File: src/rtl/ibuf_pkg.sv
// ibuf_pkg: shared definitions for the ibuf ring reader (header layout,
// tuser layout, RAM read latency, FSM encoding, skid FIFO entry).
package ibuf_pkg;

    // ibuf RAM returns data this many clocks after the address is presented
    localparam int IBUF_RD_LAT = 2;

    // Header word field positions
    localparam int LEN_LSB = 32;
    localparam int SRC_LSB = 0;
    localparam int DES_LSB = 16;

    // m_axis_tuser field positions; bits above the timestamp are zero
    localparam int TU_LEN_LSB = 0;
    localparam int TU_SRC_LSB = 16;
    localparam int TU_DES_LSB = 24;
    localparam int TU_TS_LSB  = 32;

    // Word count width: ceil(65535/8) = 8192 needs 14 bits
    localparam int NW_W = 14;

    typedef enum logic [2:0] {
        S_IDLE   = 3'd0,
        S_HDR    = 3'd1,
        S_TS     = 3'd2,
        S_DATA   = 3'd3,
        S_COMMIT = 3'd4
    } ibuf_state_e;

    // One skid FIFO entry (73 bits)
    typedef struct packed {
        logic [63:0] tdata;
        logic [7:0]  tstrb;
        logic        tlast;
    } axis_beat_t;

    // Data words in a packet; an empty packet still occupies one word
    function automatic logic [NW_W-1:0] calc_nw(input logic [15:0] len);
        logic [16:0] sum;
        sum = {1'b0, len} + 17'd7;
        calc_nw = (len == 16'd0) ? NW_W'(1) : sum[16:3];
    endfunction

    // Byte enables for the final beat of a packet
    function automatic logic [7:0] last_strb(input logic [15:0] len);
        last_strb = (len[2:0] == 3'd0) ? 8'hFF : 8'((9'd1 << len[2:0]) - 9'd1);
    endfunction

endpackage

File: src/rtl/ibuf_rd_skid.sv
// ibuf_rd_skid: small synchronous FIFO of AXIS beats. Absorbs words already
// in flight from the ibuf RAM while the downstream stalls.
module ibuf_rd_skid
    import ibuf_pkg::*;
#(
    parameter int DEPTH = 4
) (
    input  logic                   clk,
    input  logic                   rst,
    input  logic                   push,
    input  axis_beat_t             din,
    input  logic                   pop,
    output axis_beat_t             dout,
    output logic [$clog2(DEPTH):0] count
);
    localparam int AW = $clog2(DEPTH);

    axis_beat_t     mem [DEPTH];
    logic [AW-1:0]  wr_ptr;
    logic [AW-1:0]  rd_ptr;
    logic           pop_ok;
    logic           push_ok;

    assign pop_ok  = pop && (count != '0);
    assign push_ok = push && ((count != (AW+1)'(DEPTH)) || pop_ok);
    assign dout    = mem[rd_ptr];

    // Storage array, no reset needed: contents are only seen when count != 0
    always_ff @(posedge clk) begin
        if (push_ok) mem[wr_ptr] <= din;
    end

    // Read/write pointers and occupancy
    always_ff @(posedge clk) begin
        if (rst) begin
            wr_ptr <= '0;
            rd_ptr <= '0;
            count  <= '0;
        end else begin
            if (push_ok) wr_ptr <= wr_ptr + AW'(1);
            if (pop_ok)  rd_ptr <= rd_ptr + AW'(1);
            count <= count + (AW+1)'(push_ok) - (AW+1)'(pop_ok);
        end
    end

endmodule

File: src/rtl/ibuf2axis.sv
// ibuf2axis: walks committed packets in the ibuf ring and streams each one
// out as a 64-bit AXI4-Stream frame, then returns the space by advancing
// committed_cons. Optional timestamp word per packet: IBUF2AXIS_TIMESTAMP_EN.
module ibuf2axis
    import ibuf_pkg::*;
#(
    parameter int BW         = 10,
    parameter int FIFO_DEPTH = 4
) (
    input  logic          clk,
    input  logic          rst,
    input  logic          en,
    input  logic [BW:0]   committed_prod,
    output logic [BW:0]   committed_cons,
    output logic [BW-1:0] rd_addr,
    input  logic [63:0]   rd_data,
    output logic [63:0]   m_axis_tdata,
    output logic [7:0]    m_axis_tstrb,
    output logic [127:0]  m_axis_tuser,
    output logic          m_axis_tvalid,
    output logic          m_axis_tlast,
    input  logic          m_axis_tready,
    output logic          busy
);
    localparam int CW = $clog2(FIFO_DEPTH) + 1;

    ibuf_state_e          state, state_nx;
    logic [BW:0]          ptr;          // next word to read
    logic [NW_W-1:0]      nw;
    logic [NW_W-1:0]      words_iss;
    logic [NW_W-1:0]      words_ret;
    logic [15:0]          len_q;
    logic [7:0]           src_q;
    logic [7:0]           des_q;
    logic [63:0]          ts_val;
    logic [IBUF_RD_LAT:1] vld_pipe;     // one bit per outstanding RAM read
    logic [CW-1:0]        inflight;
    logic [CW-1:0]        fifo_count;
    logic                 rd_issue;
    logic                 data_issue;
    logic                 hdr_load;
    logic                 data_ret;
    logic                 commit;
    logic                 room;
    logic                 last_hs;
    logic                 beat_hs;
    axis_beat_t           push_beat;
    axis_beat_t           head;
    logic [127:0]         tuser;

`ifdef IBUF2AXIS_TIMESTAMP_EN
    logic                 ts_wait;      // timestamp read already issued
    logic                 ts_load;
    logic [63:0]          ts_q;
    assign ts_val = ts_q;
`else
    assign ts_val = '0;
`endif

    // Header reads come from the consumer pointer, everything else from ptr
    assign rd_addr  = (state == S_IDLE) ? committed_cons[BW-1:0] : ptr[BW-1:0];
    assign busy     = (state != S_IDLE);
    assign data_ret = (state == S_DATA) && vld_pipe[IBUF_RD_LAT];
    assign beat_hs  = m_axis_tvalid && m_axis_tready;
    assign last_hs  = beat_hs && head.tlast;

    // Outstanding reads, counted against FIFO space so every return has a slot
    always_comb begin
        inflight = '0;
        for (int i = 1; i <= IBUF_RD_LAT; i++) inflight = inflight + CW'(vld_pipe[i]);
    end

    assign room = ({1'b0, fifo_count} + {1'b0, inflight}) < (CW+1)'(FIFO_DEPTH);

    // Returned data word, tagged with tlast/tstrb on the packet's final word
    always_comb begin
        push_beat.tdata = rd_data;
        push_beat.tlast = (words_ret == nw - NW_W'(1));
        push_beat.tstrb = push_beat.tlast ? last_strb(len_q) : 8'hFF;
    end

    // FSM next state and per-cycle strobes
    always_comb begin
        state_nx   = state;
        rd_issue   = 1'b0;
        data_issue = 1'b0;
        hdr_load   = 1'b0;
        commit     = 1'b0;
`ifdef IBUF2AXIS_TIMESTAMP_EN
        ts_load    = 1'b0;
`endif
        case (state)
            S_IDLE: begin
                if (en && (committed_cons != committed_prod)) begin
                    rd_issue = 1'b1;
                    state_nx = S_HDR;
                end
            end
            S_HDR: begin
                if (vld_pipe[IBUF_RD_LAT]) begin
                    hdr_load = 1'b1;
`ifdef IBUF2AXIS_TIMESTAMP_EN
                    state_nx = S_TS;
`else
                    state_nx = S_DATA;
`endif
                end
            end
`ifdef IBUF2AXIS_TIMESTAMP_EN
            S_TS: begin
                if (!ts_wait) begin
                    rd_issue = 1'b1;
                end else if (vld_pipe[IBUF_RD_LAT]) begin
                    ts_load  = 1'b1;
                    state_nx = S_DATA;
                end
            end
`endif
            S_DATA: begin
                if (room && (words_iss < nw)) begin
                    rd_issue   = 1'b1;
                    data_issue = 1'b1;
                end
                // Space is only released after the final beat has gone out
                if (last_hs) state_nx = S_COMMIT;
            end
            S_COMMIT: begin
                commit   = 1'b1;
                state_nx = S_IDLE;
            end
            default: state_nx = S_IDLE;
        endcase
    end

    // State, read tracking, packet context and consumer pointer
    always_ff @(posedge clk) begin
        if (rst) begin
            state          <= S_IDLE;
            vld_pipe       <= '0;
            ptr            <= '0;
            nw             <= '0;
            words_iss      <= '0;
            words_ret      <= '0;
            len_q          <= '0;
            src_q          <= '0;
            des_q          <= '0;
            committed_cons <= '0;
`ifdef IBUF2AXIS_TIMESTAMP_EN
            ts_wait        <= 1'b0;
            ts_q           <= '0;
`endif
        end else begin
            state    <= state_nx;
            vld_pipe <= {vld_pipe[IBUF_RD_LAT-1:1], rd_issue};
            if (hdr_load) begin
                len_q     <= rd_data[LEN_LSB +: 16];
                src_q     <= rd_data[SRC_LSB +: 8];
                des_q     <= rd_data[DES_LSB +: 8];
                nw        <= calc_nw(rd_data[LEN_LSB +: 16]);
                ptr       <= committed_cons + (BW+1)'(1);
                words_iss <= '0;
                words_ret <= '0;
            end
`ifdef IBUF2AXIS_TIMESTAMP_EN
            if ((state == S_TS) && !ts_wait) ts_wait <= 1'b1;
            if (ts_load) begin
                ts_q    <= rd_data;
                ptr     <= ptr + (BW+1)'(1);
                ts_wait <= 1'b0;
            end
`endif
            if (data_issue) begin
                ptr       <= ptr + (BW+1)'(1);
                words_iss <= words_iss + NW_W'(1);
            end
            if (data_ret) words_ret <= words_ret + NW_W'(1);
            // ptr now points at the next header slot
            if (commit) committed_cons <= ptr;
        end
    end

    // Per-packet sideband, constant across every beat of the frame
    always_comb begin
        tuser = '0;
        tuser[TU_LEN_LSB +: 16] = len_q;
        tuser[TU_SRC_LSB +: 8]  = src_q;
        tuser[TU_DES_LSB +: 8]  = des_q;
        tuser[TU_TS_LSB  +: 64] = ts_val;
    end

    ibuf_rd_skid #(
        .DEPTH (FIFO_DEPTH)
    ) u_skid (
        .clk   (clk),
        .rst   (rst),
        .push  (data_ret),
        .din   (push_beat),
        .pop   (beat_hs),
        .dout  (head),
        .count (fifo_count)
    );

    // Payload is forced to zero whenever no beat is presented
    assign m_axis_tvalid = (fifo_count != '0);
    assign m_axis_tdata  = m_axis_tvalid ? head.tdata : '0;
    assign m_axis_tstrb  = m_axis_tvalid ? head.tstrb : '0;
    assign m_axis_tlast  = m_axis_tvalid && head.tlast;
    assign m_axis_tuser  = m_axis_tvalid ? tuser : '0;

endmodule

File: config.mk
export PLATFORM = sky130hd
export DESIGN_NAME = ibuf2axis
export DESIGN_NICKNAME = d
export VERILOG_FILES = /design/src/rtl/ibuf_pkg.sv /design/src/rtl/ibuf_rd_skid.sv /design/src/rtl/ibuf2axis.sv
export SDC_FILE = /design/constraint.sdc
export NUM_CORES = 1
export LEC_CHECK = 0
export ABC_AREA = 1
export ABC_CLOCK_PERIOD_IN_PS = 15560
export CAP_MARGIN = 20
export CORE_ASPECT_RATIO = 1.1
export CORE_MARGIN = 2
export CORE_UTILIZATION = 58
export CTS_CLUSTER_SIZE = 12
export DETAILED_ROUTE_END_ITERATION = 6
export HOLD_SLACK_MARGIN = 0.12
export PLACE_DENSITY = 0.86
export SLEW_MARGIN = 20
export SYNTH_ARGS = -nofsm -noshare
export SYNTH_HDL_FRONTEND = slang
export SYNTH_HIERARCHICAL = 1
export SYNTH_SLANG_ARGS = --single-unit
File: constraint.sdc
create_clock -name clk -period 15.56 [get_ports clk]
set_input_delay 4.668 -clock clk [delete_from_list [all_inputs] [get_ports clk]]
set_output_delay 4.668 -clock clk [all_outputs]
set_load 0.01 [all_outputs]
-- Word level (Yosys, flattened, before mapping)
Memories as Yosys holds them, arrays and structs flattened. A register that Yosys moved wholly into a read port is not among the register bits.
Index checks and enable logic that the tools add are counted.
- add/subtract/negate cells: 13
- multipliers: 0
- divide/modulo/power cells: 0
- magnitude comparators: 2
- eq/ne operators: 9
- shift-type cells: 1
- muxes and demuxes: 27
- bitwise logic cells: 0
- reduce and logical (&&, ||, !) cells: 17
- operators with widths (kind ; number):
    2-to-1 mux 64 bit ; 1
    2-to-1 mux 14 bit ; 4
    2-to-1 mux 32 bit ; 1
    adder 14 x 1 -> 14 bit, second input constant ; 2
    2-to-1 mux 8 bit ; 3
    adder 11 x 1 -> 11 bit, second input constant ; 2
    2-to-1 mux 11 bit ; 2
    adder 16 x 3 -> 17 bit, second input constant ; 1
    zero test 16 bit ; 1
    equality test 14 bit ; 1
    less-than comparator 14 bit ; 1
    subtractor 14 x 1 -> 14 bit, second input constant ; 1
    != test 11 bit ; 1
    2-to-1 mux 10 bit ; 1
    2-to-1 mux 3 bit ; 3
    case mux 3 bit (3 select lines) ; 1
    logical AND 1 bit ; 8
    2-to-1 mux 1 bit ; 8
    << shifter 1 x 3 -> 8 bit, first input constant ; 1
    subtractor 8 x 1 -> 8 bit, second input constant ; 1
    zero test 3 bit ; 2
    nonzero test 3 bit ; 2
    adder 2 x 1 -> 2 bit, second input constant ; 2
    adder 3 x 2 -> 4 bit ; 1
    other kinds (15) ; 18
- bits in registers: 108
- latch bits: 0
- memory bits (writable): 292
- bits in read-only memories: 0
- input port bits: 79
- logic and storage cells: 83
- memories kept: 1
- memories (name ; words ; bits a word ; read ports ; clocked after memory_dff ; write ports ; RTL line ; text):
    u_skid.mem ; 4 ; 73 ; 1 ; 1 ; 1 ; ibuf_rd_skid.sv:18 ; axis_beat_t mem [DEPTH];

-- Depth between registers and ports, before layout
- depth after elaboration: 7
- mapped depth: 20
- mapped depth without buffers: 20

-- Modules after synthesis
Netlist, hierarchy kept.
- modules (own cells, without submodules) (module ; instances ; cells each ; area each (µm²) ; sequential area each (µm²)):
    ibuf_rd_skid ; 1 ; 776 ; 11323.4 ; 8948.6
    ibuf2axis ; 1 ; 1142 ; 7408.4 ; 2021.9

-- Worst setup path after synthesis
No wires, ideal clock.
- kind: input to register
- from: input port m_axis_tready
- to: memory u_skid/mem[0][0] (netlist bit) (enable)
- setup time: 0.505 ns
- data arrival time: 8.305 ns
- setup slack: 6.750 ns
- stages: 6
- buffers on the path: 0
- cells stage by stage: inv_1 > nor2_1 > inv_1 > nand3_1 > nand2_1 > nor2_1
- word-level cells in the longest chain between the ends: 6
- RTL lines (what ; RTL line ; text):
    from (decl) ; ibuf2axis.sv:22 ; input logic m_axis_tready,
    logical AND 1 bit ; ibuf2axis.sv:64 ; assign beat_hs = m_axis_tvalid && m_axis_tready;
    net beat_hs ; ibuf2axis.sv:46 ; logic beat_hs;
    logical AND 1 bit ; ibuf_rd_skid.sv:24 ; assign pop_ok = pop && (count != '0);
    logical OR 1 bit ; ibuf_rd_skid.sv:25 ; assign push_ok = push && ((count != (AW+1)'(DEPTH)) || pop_ok);
    logical AND 1 bit ; ibuf_rd_skid.sv:25 ;
    2-to-1 mux 1 bit ; ibuf_rd_skid.sv:30 ; if (push_ok) mem[wr_ptr] <= din;
    2-to-1 mux 1 bit (not written as such) ; ibuf_rd_skid.sv:30 ;
    to (decl) ; ibuf_rd_skid.sv:18 ;
The timed path passes the listed nets, and every way through them passes these cells.

==> results.ini <==
[timing]
fin_crit_ps=8560
fmax_mhz=117
finalSetupTns_ps=0
relSlewSlack_pct=25.1
fin_ws_ps=7000
fin_skew_ps=19.5
setup_violations=0
maxSlewViolCount=0
period_share_pct=55.0
hold_viol=0
rsz0062_at_grt=false
max_slew.worst_pin.slew_ps=1120

[drt]
drtIter0Drc=1370
vias=14100
drt-wirelength-per-cell_um=17.4
drtPass1Iterations=5
ant_nets=0
vias_per_cell=5.50
postRouteWirelength_mm=44.4
drc=0

[cts]
ctsResizeCount=0
h-tree-depth=2
clock_path_buffers=3
clk_pin_slew_ps=60
holdBufCountCts=0
cts_sinks=402
clk_latency_ps=550
cts-root-buf=clkbuf_16
cts_tree=built
cts_buffers=42
cts_setup_buffers=0

[synthesis]
yosysUniqueCellTypes=61
ys_seq_elements=402
syn-instance-count=1918
ys_seq_area_share_pct=58.6
netlist_area_um2=18700
synth_flop_cell=edfxtp_1
syn-mean-instance-area_um2=9.77
synthArstFlopShare_pct=0
synth_edf_count=292
yosysWarnings=6

[place]
dp_slack_ps=7540
gp_congestion=0.897
postPlaceCellArea_um2=20600
placement.io_buffers=206
hpwlAfterDp_mm=27.5

[setup_path]
r2r_cells=13
reg2reg_to=u_skid/count[2]
reg2reg_from=u_skid/count[1]
cp.required_ps=10890
crit_chain=inv_4 > buf_4 > o21ai_0 > o22ai_1 > inv_1 > nor2_1 > clkdlybuf4s50_1
start_kind=flip-flop
rrSetupSlack_ps=11490
worst_ep_arrival_time_ps=3890
crit_type=flip-flop to output pin
crit_fanout=78
cp-end-kind=output pin
max_stage_delay_ps=790
critPathSlowestCell=buf_4

[layout]
fin_nets=2200
drive_gt1_share_pct=6.85
diodes=0
areaGrowthSynthToFinish_pct=17.6
nFillCells=2280
final_common_cell=nor2_1
finalInstanceArea_um2=22000
final_cell_mix=nor2_1, edfxtp_1, inv_1, clkdlybuf4s50_1, nand2_1

[global_route]
grt_use_total_pct=25.7
antenna_found_initial=0
grt_pass1_vias=13800
grt_max_degree=108
grt-ovfl-total=0
grt_pass1_wl_mm=68.6

[pwr]
powerDensity_nw_per_um2=101
ir_drop_mv=0.0679
p_leak_nw=8.19

[min_path]
holdPathEnd=vld_pipe[2]
whs_path_depth=2
min_path_type=flip-flop to flip-flop
hold_start=vld_pipe[1]

[job]
maxCapViolations=0

[floorplanning]
die_y_um=192
rows=69
io_pins=303
die-width_um=175
core_area_um2=32000
start_util_pct=58.5
dieArea_um2=33800

[status]
outcome=completed

power by group:
group          total (mW)  internal [mW]  switching, mW
clock               0.984          0.593          0.392
combinational      0.0841         0.0304         0.0536
sequential           1.15           1.15        0.00294
worst max-delay path: cells and delay by family, from the launching register on:
family                 cells  cell delay, ps
DFF                        1             470
buffers and inverters      4            2060
and+or+nand+nor            1             290
AOI/OAI and AO/OA          2             480
final cells by class:
type | instances | area [µm²] | area share [%]
flip-flops and latches | 402 | 11000 | 49.8
multi-input cells | 1194 | 6070 | 27.5
well taps | 426 | 533 | 2.42
repair buffers | 219 | 2160 | 9.82
inverters | 237 | 897 | 4.07
clock buffers | 71 | 1280 | 5.80
clock inverters | 7 | 110 | 0.500
worst max path at each step:
stage                       start                 to  slack (ps)  cells after the start
CTS                     flip-flop       m_axis_tlast        7050                      7
global placement    m_axis_tready  u_skid/mem[3][53]        7610                      8
finish                  flip-flop       m_axis_tlast        7000                      7
detailed placement  m_axis_tready  u_skid/mem[3][53]        7540                      8
floorplan           m_axis_tready   u_skid/mem[0][0]        6750                      6
global route            flip-flop       m_axis_tlast        6870                      7
synth_stat cells (all sizes together), types with 25 or more instances:
cell type  count  share of area, %
nand2        196               4.4
o22ai         76               2.5
dfxtp        110                12
xor2          25               1.2
nor2         322               6.9
clkbuf        54               1.1
inv          235               4.7
nand3         63               1.9
buf          129               5.3
a21oi         90               2.4
edfxtp       292                47
o21ai        224               6.0
stage by stage:
stage	power (mW)	instances	hold WS (ps)	util (%)
5_1_grt	2.29	2556	451	68.8
3_5_place_dp	1.26	2478	428	64.4
2_1_floorplan	1.23	2016	407	-
6_report	2.22	2556	434	68.8
4_1_cts	2.23	2556	436	68.7
3_3_place_gp	1.25	2478	422	64.4
state kept, by name (all words and copies together), names as in the netlist, named ones only:
name and count:
des_q 8, ptr 11, vld_pipe 2, words_ret 14, u_skid/wr_ptr 2, u_skid/rd_ptr 2, nw 14, src_q 8
committed_cons 11, len_q 16, state 3, words_iss 14, u_skid/count 3, u_skid/mem 292
metal layers:
| metal | share of wire [%] | GRT usage (%) | vias to the layer above |
|---|---|---|---|
| met1 | 37 | 29.5 | 6671 |
| met2 | 52 | 47.8 | 667 |
| met4 | 3.4 | 11.4 | 0 |
| met3 | 6.9 | 3.68 | 111 |
| li1 | - | - | 6616 |
| met5 | 0 | 0 | - |
logic make-up (layout without fill, tap and decap cells):
logic type               count (synthesis)  in the layout  synth area share [%]
AND/OR/NAND/NOR                        618            618                  14.8
adder cells (fa/ha/maj)                 25             25                  1.71
XOR/XNOR                                34             34                  1.59
other                                    2            100                0.0401
AO/OA/AOI/OAI                          417            417                  12.1
flip-flops                             402            402                  58.6
buffers and inverters                  420            534                  11.2
Power figures use the tool's default switching activity.
